## config.mk

```make
export PLATFORM = sky130hd
export DESIGN_NAME = getir2
export DESIGN_NICKNAME = d
export VERILOG_FILES = /design/src/rtl/getir2.sv
export SDC_FILE = /design/constraint.sdc
export NUM_CORES = 1
export LEC_CHECK = 0
export ABC_AREA = 1
export CAP_MARGIN = 10
export CORE_UTILIZATION = 48
export CTS_CLUSTER_DIAMETER = 60
export CTS_CLUSTER_SIZE = 16
export DETAILED_ROUTE_END_ITERATION = 8
export HOLD_SLACK_MARGIN = 0.1
export PLACE_DENSITY_LB_ADDON = 0.3
export SYNTH_ARGS = -nofsm -noshare
export SYNTH_HDL_FRONTEND = slang
export SYNTH_SLANG_ARGS = --single-unit
```

## constraint.sdc

```tcl
create_clock -name clk_i -period 4.8 [get_ports clk_i]
set_input_delay 1.2 -clock clk_i [delete_from_list [all_inputs] [get_ports clk_i]]
set_output_delay 1.2 -clock clk_i [all_outputs]
set_load 0.02 [all_outputs]
```

## src/rtl/getir2.sv

```systemverilog
// getir2 - second fetch stage.
// Queues PCs from fetch stage 1, counts outstanding L1B requests, pairs each
// in-order L1B response with its PC and hands the pair to decode through a
// registered valid/ready output. A redirect flushes queued state and marks
// every older in-flight response to be dropped on arrival.
// Optional build macro GETIR2_HIZALAMA_HATA_EN: flags misaligned PCs and
// replaces their instruction with a NOP.
module getir2 #(
  parameter int PS_BIT        = 32,
  parameter int BUYRUK_BIT    = 32,
  parameter int FIFO_DERINLIK = 2,
  parameter int MAX_BEKLEYEN  = 4
) (
  input  logic                  clk_i,
  input  logic                  rst_i,
  input  logic                  g1_istek_yapildi_i,
  input  logic [PS_BIT-1:0]     g1_ps_i,
  input  logic                  g1_ps_gecerli_i,
  output logic                  g1_ps_hazir_o,
  input  logic [BUYRUK_BIT-1:0] l1b_yanit_buyruk_i,
  input  logic                  l1b_yanit_gecerli_i,
  output logic                  l1b_yanit_hazir_o,
  input  logic                  cek_ps_gecerli_i,
  output logic [PS_BIT-1:0]     coz_ps_o,
  output logic [BUYRUK_BIT-1:0] coz_buyruk_o,
  output logic                  coz_gecerli_o,
  input  logic                  coz_hazir_i,
  output logic                  coz_hizalama_hata_o
);

  localparam int PTR_BIT   = $clog2(FIFO_DERINLIK);
  localparam int SAY_BIT   = $clog2(FIFO_DERINLIK + 1);
  localparam int SAYAC_BIT = $clog2(MAX_BEKLEYEN + 1);
  localparam logic [SAY_BIT-1:0]   DOLU      = SAY_BIT'(FIFO_DERINLIK);
  localparam logic [SAYAC_BIT-1:0] SAYAC_MAX = SAYAC_BIT'(MAX_BEKLEYEN);

  // PC FIFO storage
  logic [PS_BIT-1:0]  ps_mem [FIFO_DERINLIK];
  logic [PTR_BIT-1:0] ps_yaz, ps_oku;
  logic [SAY_BIT-1:0] ps_say;

  // Instruction FIFO storage
  logic [BUYRUK_BIT-1:0] buy_mem [FIFO_DERINLIK];
  logic [PTR_BIT-1:0]    buy_yaz, buy_oku;
  logic [SAY_BIT-1:0]    buy_say;

  // Outstanding request counter and count of stale responses still to drop
  logic [SAYAC_BIT-1:0] bekleyen, bekleyen_ns;
  logic [SAYAC_BIT-1:0] atilacak, atilacak_ns;

  logic                  ps_dolu, ps_bos, buy_dolu, buy_bos;
  logic                  ps_it, ps_cek, buy_it, buy_cek;
  logic                  yanit_hs, yanit_kabul;
  logic                  buy_bas_gecerli, cikis_yukle;
  logic [PS_BIT-1:0]     ps_bas;
  logic [BUYRUK_BIT-1:0] buy_bas;
  logic [BUYRUK_BIT-1:0] cikis_buyruk;

  assign ps_dolu  = (ps_say == DOLU);
  assign ps_bos   = (ps_say == '0);
  assign buy_dolu = (buy_say == DOLU);
  assign buy_bos  = (buy_say == '0);

  // Ready signals depend only on registered state, so a same-cycle pop never frees a slot
  assign g1_ps_hazir_o     = !rst_i && !ps_dolu;
  assign l1b_yanit_hazir_o = !rst_i && ((atilacak != '0) || !buy_dolu);

  assign yanit_hs    = l1b_yanit_gecerli_i && l1b_yanit_hazir_o;
  assign yanit_kabul = yanit_hs && (atilacak == '0) && !cek_ps_gecerli_i;
  assign ps_it       = g1_ps_gecerli_i && g1_ps_hazir_o && !cek_ps_gecerli_i;

  // An accepted response may bypass an empty instruction FIFO straight into the output register
  assign ps_bas          = ps_mem[ps_oku];
  assign buy_bas_gecerli = !buy_bos || yanit_kabul;
  assign buy_bas         = buy_bos ? l1b_yanit_buyruk_i : buy_mem[buy_oku];

  assign cikis_yukle = !cek_ps_gecerli_i && !ps_bos && buy_bas_gecerli &&
                       (!coz_gecerli_o || coz_hazir_i);
  assign ps_cek      = cikis_yukle;
  assign buy_cek     = cikis_yukle && !buy_bos;
  assign buy_it      = yanit_kabul && !(cikis_yukle && buy_bos);

  // Next values of the outstanding and drop counters, saturating at both ends
  always_comb begin
    atilacak_ns = atilacak;
    bekleyen_ns = bekleyen;
    if (cek_ps_gecerli_i) begin
      atilacak_ns = (yanit_hs && bekleyen != '0) ? bekleyen - 1'b1 : bekleyen;
      bekleyen_ns = (g1_istek_yapildi_i && atilacak_ns != SAYAC_MAX) ?
                    atilacak_ns + 1'b1 : atilacak_ns;
    end else begin
      if (yanit_hs && atilacak != '0)
        atilacak_ns = atilacak - 1'b1;
      if (g1_istek_yapildi_i && !yanit_hs && bekleyen != SAYAC_MAX)
        bekleyen_ns = bekleyen + 1'b1;
      else if (!g1_istek_yapildi_i && yanit_hs && bekleyen != '0)
        bekleyen_ns = bekleyen - 1'b1;
    end
  end

  // Counter registers
  always_ff @(posedge clk_i) begin
    if (rst_i) begin
      bekleyen <= '0;
      atilacak <= '0;
    end else begin
      bekleyen <= bekleyen_ns;
      atilacak <= atilacak_ns;
    end
  end

  // PC FIFO: pointers wrap naturally, separate count gives full/empty
  always_ff @(posedge clk_i) begin
    if (rst_i || cek_ps_gecerli_i) begin
      ps_yaz <= '0;
      ps_oku <= '0;
      ps_say <= '0;
    end else begin
      if (ps_it) begin
        ps_mem[ps_yaz] <= g1_ps_i;
        ps_yaz         <= ps_yaz + 1'b1;
      end
      if (ps_cek)
        ps_oku <= ps_oku + 1'b1;
      if (ps_it && !ps_cek)
        ps_say <= ps_say + 1'b1;
      else if (!ps_it && ps_cek)
        ps_say <= ps_say - 1'b1;
    end
  end

  // Instruction FIFO, same organisation as the PC FIFO
  always_ff @(posedge clk_i) begin
    if (rst_i || cek_ps_gecerli_i) begin
      buy_yaz <= '0;
      buy_oku <= '0;
      buy_say <= '0;
    end else begin
      if (buy_it) begin
        buy_mem[buy_yaz] <= l1b_yanit_buyruk_i;
        buy_yaz          <= buy_yaz + 1'b1;
      end
      if (buy_cek)
        buy_oku <= buy_oku + 1'b1;
      if (buy_it && !buy_cek)
        buy_say <= buy_say + 1'b1;
      else if (!buy_it && buy_cek)
        buy_say <= buy_say - 1'b1;
    end
  end

`ifdef GETIR2_HIZALAMA_HATA_EN
  localparam logic [BUYRUK_BIT-1:0] NOP = BUYRUK_BIT'(32'h0000_0013);
  logic cikis_hata;

  assign cikis_hata   = (ps_bas[1:0] != 2'b00);
  assign cikis_buyruk = cikis_hata ? NOP : buy_bas;

  // Misalignment flag travels with the output pair
  always_ff @(posedge clk_i) begin
    if (rst_i)
      coz_hizalama_hata_o <= 1'b0;
    else if (!cek_ps_gecerli_i && cikis_yukle)
      coz_hizalama_hata_o <= cikis_hata;
  end
`else
  assign cikis_buyruk        = buy_bas;
  assign coz_hizalama_hata_o = 1'b0;
`endif

  // Output register toward decode; holds while stalled, flush only drops valid
  always_ff @(posedge clk_i) begin
    if (rst_i) begin
      coz_gecerli_o <= 1'b0;
      coz_ps_o      <= '0;
      coz_buyruk_o  <= '0;
    end else if (cek_ps_gecerli_i) begin
      coz_gecerli_o <= 1'b0;
    end else if (cikis_yukle) begin
      coz_gecerli_o <= 1'b1;
      coz_ps_o      <= ps_bas;
      coz_buyruk_o  <= cikis_buyruk;
    end else if (coz_hazir_i) begin
      coz_gecerli_o <= 1'b0;
    end
  end

endmodule

```

==> results.sh <==
export IMPL_outcome="finished, final reports clean"
export IMPL_design_portCount=139
export IMPL_die_w_um=132
export IMPL_critical_path_most_common_cell="clkdlybuf4s50_1"
export IMPL_drtAntennaViolNets=0
export IMPL_initial_core_util=0.490
export IMPL_cp_slowest_cell="clkdlybuf4s50_1"
export IMPL_p_per_area_nw_per_um2=339
export IMPL_drv_cap=0
export IMPL_fill_cells=1340
export IMPL_worstMarginPinSlew_ns=1.02
export IMPL_r2r_slack_ns=2.00
export IMPL_max_slew_margin_rel=0.315
export IMPL_endpoint="g1_ps_hazir_o"
export IMPL_crit_chain="clkdlybuf4s50_1 -> a21oi_1 -> clkdlybuf4s50_1"
export IMPL_r2r_end="buy_say[1]"
export IMPL_yosysSeqAreaShare=0.672
export IMPL_tritoncts="built"
export IMPL_grt_pass1_wl_mm=26.2
export IMPL_fin_worst_skew_ns=0.00837
export IMPL_vias_per_cell=5.02
export IMPL_syn_inst=786
export IMPL_die_h_um=132
export IMPL_critPathLaunchType="primary input"
export IMPL_io_buffers=137
export IMPL_critPathLaunch="rst_i"
export IMPL_clk_pin_slew_ns=0.06
export IMPL_cts_resized=0
export IMPL_place_gp_congestion=0.775
export IMPL_wl_met2_mm=7.63
export IMPL_crit_fanout=7
export IMPL_dp_hpwl_mm=9.84
export IMPL_r2r_cells=13
export IMPL_worst_hold_slack_ns=0.464
export IMPL_syn_avg_cell_area_um2=10.3
export IMPL_drc_errors=0
export IMPL_track_usage=0.186
export IMPL_layout_common_cells="nand2_1, clkdlybuf4s50_1, edfxtp_1, o21ai_0, dfxtp_1"
export IMPL_wirelength_mm=16.1
export IMPL_setup_tns_ns=0
export IMPL_ir_worst_vdd_uv=221
export IMPL_final_common_cell="nand2_1"
export IMPL_min_delay_path_class="reg -> reg"
export IMPL_die_area_um2=17400
export IMPL_clockBufferDepth=3
export IMPL_drt_pass1_iter_count=4
export IMPL_postCtsSetupRepairBufs=0
export IMPL_leakage_nw=3.65
export IMPL_period_share=0.812
export IMPL_ys_ff_latch=208
export IMPL_area_delta_synth_final_pct=24.9
export IMPL_multiInputGateArea_um2=2230
export IMPL_clk_latency_ns=0.46
export IMPL_clock_root_buffer="clkbuf_16"
export IMPL_ys_warn_count=0
export IMPL_maxSlewViolCount=0
export IMPL_numCtsBuffers=17
export IMPL_drive_above_1_share=0.0468
export IMPL_min_period_ns=3.90
export IMPL_synth_area_um2=8100
export IMPL_cp_end_kind="output port"
export IMPL_htreeDepth=1
export IMPL_grt_overflow_total=0
export IMPL_grt_max_degree=97
export IMPL_r2r_start="buy_say[1]"
export IMPL_power_mw=3.43
export IMPL_cts_hold_buf=0
export IMPL_dr_wl_met3_mm=1.10
export IMPL_required_ns=3.60
export IMPL_layout_nets=988
export IMPL_crit_arrival_ns=2.70
export IMPL_vias=5721
export IMPL_fp_coreArea_um2=16500
export IMPL_first_iter_violations=291
export IMPL_rsz0062_at_grt="false"
export IMPL_top_layer="met4"
export IMPL_setup_violations=0
export IMPL_synth_fp_nets=866
export IMPL_antenna_found_initial=0
export IMPL_ys_types=29
export IMPL_final_hold_viol_count=0
export IMPL_wl_met1_mm=7.09
export IMPL_routedWlPerCell_um=14.1
export IMPL_max_stage_delay_ns=0.69
export IMPL_clock_sinks=208
export IMPL_fmax_ghz=0.257
export IMPL_critPathKind="in -> out"
export IMPL_seq_area_um2=5450
export IMPL_grt_pass1_vias=5404
export IMPL_placementRows=47
==> state kept, by name (all words and copies together), names as in the netlist, 2 cells and up, named ones only <==
name,flops
coz_buyruk_o,32
atilacak,3
coz_ps_o,32
ps_say,2
buy_mem,64
buy_say,2
ps_mem,64
bekleyen,3
==> cell type report <==
class | count | share of cell area
Sequential cell | 208 | 0.538
Multi-Input combinational cell | 472 | 0.221
Timing Repair Buffer | 148 | 0.144
Clock buffer | 27 | 0.0457
Tap cell | 220 | 0.0272
Inverter | 61 | 0.0229
Clock inverter | 2 | 0.00173
Antenna cell | 1 | 0.000247
==> cell usage after synthesis, drive strengths merged <==
| library cell | n | area (µm²) |
|---|---|---|
| a21oi | 51 | 255 |
| a31oi | 32 | 200 |
| and2 | 1 | 6.26 |
| buf | 22 | 128 |
| clkbuf | 23 | 86.3 |
| clkinv | 1 | 3.75 |
| conb | 1 | 3.75 |
| dfxtp | 80 | 1600 |
| edfxtp | 128 | 3840 |
| ha | 9 | 113 |
| inv | 60 | 228 |
| nand2 | 221 | 832 |
| nand3 | 11 | 67.6 |
| nand4 | 7 | 43.8 |
| nor2 | 21 | 86.3 |
| nor3 | 1 | 5.00 |
| o21ai | 114 | 574 |
| xnor2 | 2 | 17.5 |
| xor2 | 1 | 8.76 |
==> worst min path at each step <==
stage	from	endpoint	slack (ns)	depth (start not counted)
after floorplan	buy_oku	register	0.45	2
after global placement	coz_buyruk_o[14]	coz_buyruk_o[14]	0.45	2
after detailed placement	coz_buyruk_o[12]	coz_buyruk_o[12]	0.46	2
after CTS	coz_buyruk_o[5]	coz_buyruk_o[5]	0.47	2
after global routing	coz_buyruk_o[5]	coz_buyruk_o[5]	0.48	2
final	coz_buyruk_o[9]	coz_buyruk_o[9]	0.46	2
==> worst max-delay path: cells and delay by family <==
kind                   cells  cell delay, ns
AOI/OAI and AO/OA          1            0.26
buffers and inverters      2            1.24
==> report_power, final <==
part,leakage (nW),switching [mW],internal (mW)
clock network,0.232,0.591,0.669
logic,1.61,0.134,0.110
registers,1.80,0.0118,1.92
total,3.65,0.736,2.70
==> logic make-up after synthesis <==
group,count (synthesis),share of synthesized area
compound gates,197,0.127
flops,208,0.672
simple gates,262,0.128
xor+xnor,3,0.00324
buf+inv,106,0.0550
fa+ha+maj,9,0.0139
other cells,1,0.000463
==> stage by stage <==
stage	worst slack, ns	utilization	instances	cell area (µm²)
floorplan	0.163	-	786	8100
global route	0.814	0.612	1138	10100
CTS	0.886	0.612	1138	10100
finish	0.904	0.613	1139	10100
global placement	0.929	0.583	1109	9640
detailed placement	0.842	0.583	1109	9640
==> layer usage <==
| metal | vias up | global-route usage |
|---|---|---|
| met5 | - | 0 |
| met4 | 0 | 0.0465 |
| met3 | 23 | 0.0369 |
| met2 | 149 | 0.317 |
| met1 | 2633 | 0.242 |
| li1 | 2916 | - |
Note: power is estimated with default switching activity, not from simulation.
